==> src/rtl/rotary_seq_pkg.sv <==
// Shared types, valve-line constants and decode helpers for the rotary valve sequencer.
package rotary_seq_pkg;

    typedef enum logic [1:0] {IDLE, LOAD, MIX, DRAIN} state_t;

    // A line at 1 is pressurised, which closes its valve.
    localparam logic [3:0] CLOSED_MUX = 4'b1111;
    localparam logic [4:0] CLOSED_MIX = 5'b11111;
    localparam logic [4:0] LOAD_MIX   = 5'b10000;
    localparam logic [4:0] DRAIN_MIX  = 5'b00001;

    // Peristaltic ring pattern per phase, stored as {port4,port5,port6}.
    localparam logic [2:0] RING_PAT [6] = '{3'b101, 3'b100, 3'b110, 3'b010, 3'b011, 3'b001};

    // Outlets are paired by the MUX topology, so only k[1] changes the lines.
    function automatic logic [3:0] mux_decode(input logic [1:0] k);
        logic [3:0] lines;
        case (k)
            2'd0, 2'd1: lines = 4'b1010;
            default:    lines = 4'b0101;
        endcase
        return lines;
    endfunction

    // Mixer word {port7,port6,port5,port4,port3} during MIX for a given phase.
    function automatic logic [4:0] mix_ring(input logic [2:0] ph);
        logic [2:0] p;
        p = (ph <= 3'd5) ? RING_PAT[ph] : 3'b111;
        return {1'b1, p[0], p[1], p[2], 1'b1};
    endfunction

endpackage

==> src/rtl/rotary_dwell_timer.sv <==
// Loadable down-counter with an expiry flag; a load of N gives an N-cycle dwell.
module rotary_dwell_timer #(
    parameter int TICK_W = 16
) (
    input  logic              clk,
    input  logic              rst,
    input  logic              load,
    input  logic [TICK_W-1:0] load_val,
    output logic              expired
);

    logic [TICK_W-1:0] cnt_q;

    always_ff @(posedge clk or posedge rst) begin
        if (rst) begin
            cnt_q <= '0;
        end else if (load) begin
            cnt_q <= load_val - TICK_W'(1);
        end else if (cnt_q != '0) begin
            cnt_q <= cnt_q - TICK_W'(1);
        end
    end

    assign expired = (cnt_q == '0);

endmodule

==> src/rtl/rotary_valve_sequencer.sv <==
// Batch sequencer for the rotary-mixer cell-trap array: load, peristaltic mix, drain.
// Optional macro ROTARY_SEQ_REVERSE_EN adds cmd_dir for reverse pumping.
module rotary_valve_sequencer
    import rotary_seq_pkg::*;
#(
    parameter int TICK_W      = 16,
    parameter int LOAD_TICKS  = 1000,
    parameter int PHASE_TICKS = 50,
    parameter int DRAIN_TICKS = 1000,
    parameter int CYC_W       = 8
) (
    input  logic             clk,
    input  logic             rst,
    input  logic             cmd_valid,
    output logic             cmd_ready,
    input  logic [1:0]       cmd_src,
    input  logic [1:0]       cmd_dst,
    input  logic [CYC_W-1:0] cmd_cycles,
`ifdef ROTARY_SEQ_REVERSE_EN
    input  logic             cmd_dir,
`endif
    input  logic             abort,
    output logic [3:0]       in_mux_ctrl,
    output logic [3:0]       out_mux_ctrl,
    output logic [4:0]       mix_ctrl,
    output logic             busy,
    output logic             done,
    output logic             aborted,
    output logic [2:0]       phase
);

    localparam logic [TICK_W-1:0] LOAD_T  = TICK_W'(LOAD_TICKS);
    localparam logic [TICK_W-1:0] PHASE_T = TICK_W'(PHASE_TICKS);
    localparam logic [TICK_W-1:0] DRAIN_T = TICK_W'(DRAIN_TICKS);

    state_t             state_q, state_d;
    logic [2:0]         phase_q, phase_d;
    logic [CYC_W-1:0]   rot_q, rot_d;
    logic [1:0]         src_q, dst_q, src_sel;
    logic [CYC_W-1:0]   cyc_q;
    logic               rev;
    logic               accept;
    logic               tmr_load, tmr_exp;
    logic [TICK_W-1:0]  tmr_val;
    logic               done_d, aborted_d;
    logic [3:0]         in_d, out_d;
    logic [4:0]         mix_d;

    function automatic logic [2:0] step_phase(input logic [2:0] ph, input logic r);
        if (r) return (ph == 3'd0) ? 3'd5 : ph - 3'd1;
        return (ph == 3'd5) ? 3'd0 : ph + 3'd1;
    endfunction

    assign cmd_ready = (state_q == IDLE) & ~abort;
    assign accept    = cmd_valid & cmd_ready;
    assign src_sel   = (state_q == IDLE) ? cmd_src : src_q;

    // Command fields are plain data: captured on accept, never reset.
    always_ff @(posedge clk) begin
        if (accept) begin
            src_q <= cmd_src;
            dst_q <= cmd_dst;
            cyc_q <= cmd_cycles;
        end
    end

`ifdef ROTARY_SEQ_REVERSE_EN
    logic dir_q;
    always_ff @(posedge clk) begin
        if (accept) dir_q <= cmd_dir;
    end
    assign rev = dir_q;
`else
    assign rev = 1'b0;
`endif

    rotary_dwell_timer #(.TICK_W(TICK_W)) u_dwell (
        .clk      (clk),
        .rst      (rst),
        .load     (tmr_load),
        .load_val (tmr_val),
        .expired  (tmr_exp)
    );

    always_comb begin
        state_d   = state_q;
        phase_d   = phase_q;
        rot_d     = rot_q;
        tmr_load  = 1'b0;
        tmr_val   = LOAD_T;
        done_d    = 1'b0;
        aborted_d = 1'b0;
        case (state_q)
            IDLE: begin
                if (accept) begin
                    state_d  = LOAD;
                    tmr_load = 1'b1;
                    tmr_val  = LOAD_T;
                end
            end
            LOAD: begin
                if (abort) begin
                    state_d   = IDLE;
                    aborted_d = 1'b1;
                end else if (tmr_exp) begin
                    tmr_load = 1'b1;
                    phase_d  = 3'd0;
                    rot_d    = '0;
                    if (cyc_q != '0) begin
                        state_d = MIX;
                        tmr_val = PHASE_T;
                    end else begin
                        state_d = DRAIN;
                        tmr_val = DRAIN_T;
                    end
                end
            end
            MIX: begin
                if (abort) begin
                    state_d   = IDLE;
                    aborted_d = 1'b1;
                    phase_d   = 3'd0;
                end else if (tmr_exp) begin
                    tmr_load = 1'b1;
                    tmr_val  = PHASE_T;
                    phase_d  = step_phase(phase_q, rev);
                    // Last phase of a rotation: either count it or leave for DRAIN.
                    if (phase_q == (rev ? 3'd1 : 3'd5)) begin
                        if (rot_q == cyc_q - CYC_W'(1)) begin
                            state_d = DRAIN;
                            tmr_val = DRAIN_T;
                            phase_d = 3'd0;
                        end else begin
                            rot_d = rot_q + CYC_W'(1);
                        end
                    end
                end
            end
            DRAIN: begin
                if (abort) begin
                    state_d   = IDLE;
                    aborted_d = 1'b1;
                end else if (tmr_exp) begin
                    state_d = IDLE;
                    done_d  = 1'b1;
                end
            end
            default: state_d = IDLE;
        endcase
    end

    always_comb begin
        in_d  = CLOSED_MUX;
        out_d = CLOSED_MUX;
        mix_d = CLOSED_MIX;
        case (state_d)
            LOAD: begin
                in_d  = mux_decode(src_sel);
                mix_d = LOAD_MIX;
            end
            MIX:   mix_d = mix_ring(phase_d);
            DRAIN: begin
                out_d = mux_decode(dst_q);
                mix_d = DRAIN_MIX;
            end
            default: ;
        endcase
    end

    always_ff @(posedge clk or posedge rst) begin
        if (rst) begin
            state_q      <= IDLE;
            phase_q      <= 3'd0;
            rot_q        <= '0;
            in_mux_ctrl  <= CLOSED_MUX;
            out_mux_ctrl <= CLOSED_MUX;
            mix_ctrl     <= CLOSED_MIX;
            busy         <= 1'b0;
            done         <= 1'b0;
            aborted      <= 1'b0;
        end else begin
            state_q      <= state_d;
            phase_q      <= phase_d;
            rot_q        <= rot_d;
            in_mux_ctrl  <= in_d;
            out_mux_ctrl <= out_d;
            mix_ctrl     <= mix_d;
            busy         <= (state_d != IDLE);
            done         <= done_d;
            aborted      <= aborted_d;
        end
    end

    assign phase = phase_q;

endmodule

==> config.mk <==
export PLATFORM = sky130hd
export DESIGN_NAME = rotary_valve_sequencer
export DESIGN_NICKNAME = d
export VERILOG_FILES = /design/src/rtl/rotary_seq_pkg.sv /design/src/rtl/rotary_dwell_timer.sv /design/src/rtl/rotary_valve_sequencer.sv
export SDC_FILE = /design/constraint.sdc
export NUM_CORES = 1
export LEC_CHECK = 0
export CORE_AREA = 2 2 85 95
export DETAILED_ROUTE_END_ITERATION = 8
export DIE_AREA = 0 0 87 97
export GPL_TIMING_DRIVEN = 0
export PLACE_DENSITY_LB_ADDON = 0.25
export SETUP_SLACK_MARGIN = 0.2
export SLEW_MARGIN = 20
export SYNTH_ARGS = -nofsm -noshare
export SYNTH_HDL_FRONTEND = slang
export SYNTH_HIERARCHICAL = 1
export SYNTH_SLANG_ARGS = --single-unit
==> constraint.sdc <==
create_clock -name clk -period 6.03 [get_ports clk]
set_input_delay 0.603 -clock clk [delete_from_list [all_inputs] [get_ports clk]]
set_output_delay 0.603 -clock clk [all_outputs]
set_load 0.05 [all_outputs]
==> metrics.yaml, run 1 <==
status: "finished, final reports clean"
cts_hold_buf: 0
yosys_most_used_dff: "dfrtp_1"
wl_per_cell_um: 14.5
pwr-share-seq: 0.408
die_width_um: 87
cp.arrival_ns: 5.34
ys_seq_elements: 51
grt.met1_usage: 0.232
post_cts_buffers: 0
start_kind: "flip-flop"
numCtsBuffers: 5
power_density_nw_per_um2: 323
finish.net_count: 426
cts_max_level: 2
grt-busiest-layer: "met2"
synth_edf_count: 10
grt-ovfl-total: 0
sw_frac_of_total: 0.399
hold_ws_ns: 0.420
synth_top_area_share: 0.244
first_pass_iters: 4
via_per_inst: 5.49
dr_total_vias: 2690
synthCells: 338
dp.cells: 482
fmax_ghz: 0.193
avgSynthCellArea_um2: 9.72
r2r_slack_ns: 0.86
finalSetupTns_ns: 0
antenna_left: 0
grt_pass1_vias: 2659
layout-drive-gt1-share: 0.124
die_y_um: 97
power.internal_uw: 762
synthTopCellsByArea: "dfrtp_1 24%, edfxtp_1 9.1%, dfstp_2 7.2%, xor2_1 4.0%, xnor2_1 3.7%"
yosys.area.top_type: "dfrtp_1"
finClkSkew_ns: 0.00921
n_antenna_cell: 0
holdCritPathClass: "flip-flop to flip-flop"
cts_tree: "yes"
holdPathStages: 1
p_leak_uw: 0.00155
synth_common_cells: "32 x dfrtp_1, 26 x nand2_1, 18 x a21oi_1, 18 x nor2_1, 15 x xor2_1"
met2_usage: 0.306
cts.sinks: 51
worst-setup-path-type: "flip-flop to flip-flop"
cp_slowest_cell: "or4_4"
clkPwrFrac: 0.179
grtUsageMet3: 0.0307
syn_area_um2: 3290
hp-start: "dst_q[1]$_DFFE_PP_"
dp_hpwl_um: 5160
grt_max_degree: 26
report.final.slew_viol_count: 0
core.rowCount: 33
clk_pin_slew_ns: 0.10
globalplace.congestion: 0.869
p_switching_uw: 505
max_stage_delay_ns: 0.58
r2r_start: "u_dwell/cnt_q[6]$_DFFE_PP0P_"
io_buffers: 33
worst_ep_required_time_ns: 6.19
grt_util_all_layers: 0.180
io_pins: 36
initial_utilization: 0.445
ys_warn_count: 6
peakVddDrop_uv: 146
post_cts_resized: 0
cts_root_buffer: "clkbuf_8"
drt_iter0_drc: 118
crit_chain: "or4_4, nor4_2, nand3_1, inv_2, nor2b_1, a21oi_1, nor2_1, buf_2, buf_6, clkbuf_1, mux2i_1, ha_1, o21ai_2, a2111oi_2, nand3b_1, o221ai_1"
max-cap-violations: 0
worst_slew_pin_slew_ns: 0.909
period_share: 0.858
area_growth_pct: 19.3
die_area_um2: 8440
final_cells: 490
ys_async_sr_fraction: 0.804
rsz0062_at_grt: "no"
place_ws_ns: 0.845
clock_path_buffers: 2
power_frac_comb: 0.413
relSlewSlack: 0.391
grt_pass1_wl_um: 12400
wl_um: 7090
ys_types: 71
setup_viol: 0
r2r-end: "u_dwell/cnt_q[14]$_DFFE_PP0P_"
grt_antenna_before_repair: 0
drcViolationCount: 0
hold_end: "out_mux_ctrl[1]$_DFF_PP1_"
endpoint_kind: "flip-flop"
worst_slack_ns: 0.856
reg2reg_depth: 16
coreArea_um2: 7390
n_fill_cell: 674
hold_viol_final: 0
clk_latency_ns: 0.30
fin_util: 0.531
synth-seq-area-share: 0.407
synth_most_common_cell: "dfrtp_1"
crit_fanout: 14
fin_crit_ns: 5.17
power by group through the flow:
stage                     Clock (uW)  Sequential [uW]  Combinational (uW)
after floorplan                    0              579                 331
after global placement             0              521                 514
after detailed placement           0              522                 523
after CTS                        236              516                 525
after global routing             253              530                 570
final                            227              517                 523
sequential cells by signal, indices dropped and copies added, names as in the netlist:
register       count
aborted            1
phase              3
rot_q              8
cyc_q              8
state_q            2
in_mux_ctrl        2
mix_ctrl           5
busy               1
dst_q              1
src_q              1
u_dwell/cnt_q     16
out_mux_ctrl       2
done               1
cells in the final DEF, fill, tap and decap left out, types with 8 or more instances in the layout:
master,instances
clkdlybuf4s50_1,33
dfrtp_1,32
nand2_1,26
conb_1,26
nor2_1,18
a21oi_1,18
xor2_1,15
xnor2_1,14
nor3_1,13
o21ai_0,12
nor2b_1,11
inv_1,10
o22ai_1,10
edfxtp_1,10
dfstp_2,9
or3_1,8
ha_1,8
final cells by class:
class                      instances  area [um2]  area share
buffer                            16        90.1      0.0230
sequential                        51        1340       0.341
clock buffer                       6        93.8      0.0239
timing repair buffer              33         330      0.0842
clock inverter                     2        12.5     0.00319
tap                               87         109      0.0278
multi-input combinational        283        1900       0.485
inverter                          12        45.0      0.0115
cell families after synthesis:
family / after synthesis / synth area share
AO/OA/AOI/OAI: 80 / 0.173
flip-flops: 51 / 0.407
AND/OR/NAND/NOR: 132 / 0.244
buffers and inverters: 28 / 0.0411
XOR/XNOR: 29 / 0.0773
multiplexers: 8 / 0.0251
other: 2 / 0.00228
adder cells (fa/ha/maj): 8 / 0.0305
how the worst max path moves through the flow:
stage / start / end / slack (ns)
global route: u_dwell/cnt_q[6]$_DFFE_PP0P_ / u_dwell/cnt_q[14]$_DFFE_PP0P_ / 0.46
detailed placement: u_dwell/cnt_q[6]$_DFFE_PP0P_ / u_dwell/cnt_q[14]$_DFFE_PP0P_ / 0.84
CTS: u_dwell/cnt_q[6]$_DFFE_PP0P_ / u_dwell/cnt_q[14]$_DFFE_PP0P_ / 0.81
floorplan: state_q[0]$_DFF_PP0_ / u_dwell/cnt_q[14]$_DFFE_PP0P_ / 1.49
finish: u_dwell/cnt_q[6]$_DFFE_PP0P_ / u_dwell/cnt_q[14]$_DFFE_PP0P_ / 0.86
global placement: u_dwell/cnt_q[6]$_DFFE_PP0P_ / u_dwell/cnt_q[14]$_DFFE_PP0P_ / 0.99
worst max-delay path, delay by kind of cell (launching register included):
kind / cells / cell delay [ns]
AND/OR/NAND/NOR: 6 / 2.03
buffers and inverters: 4 / 1.18
AO/OA/AOI/OAI: 4 / 0.80
flip-flops: 1 / 0.43
adder cells (fa/ha/maj): 1 / 0.32
multiplexers: 1 / 0.29
metrics by stage:
step           instance area [um2]  power, uW
2_1_floorplan                 3380        910
3_3_place_gp                  3820       1040
3_5_place_dp                  3820       1050
4_1_cts                       3920       1280
5_1_grt                       3920       1350
6_report                      3920       1270
metal layers:
layer	routed length (um)	vias up
li1	-	1341
met1	3210	1299
met2	3620	46
met3	212	4
met4	48	0
met5	0	-
Power figures use the tool's default switching activity.
==> run 2: changes to the inputs <==
--- a/config.mk
+++ b/config.mk
@@ -5,6 +5,7 @@
 export SDC_FILE = /design/constraint.sdc
 export NUM_CORES = 1
 export LEC_CHECK = 0
+export ABC_CLOCK_PERIOD_IN_PS = 6030
 export CORE_AREA = 2 2 85 95
 export DETAILED_ROUTE_END_ITERATION = 8
 export DIE_AREA = 0 0 87 97
==> results of run 2 <==
Same layout as run 1: the final DEF is identical, and so are final timing and power.
==> run 3: changes to the inputs <==
==> constraint.sdc (replaced) <==
create_clock -name clk -period 6.03 [get_ports clk]
set_input_delay 0.603 -clock clk [delete_from_list [all_inputs] [get_ports clk]]
set_output_delay 0.603 -clock clk [all_outputs]
set_load 0.005 [all_outputs]
==> results of run 3 <==
Same layout as run 1 (identical final DEF). Status: finished, final reports clean.
Among the figures that moved: total power 1270 uW -> 1170 uW
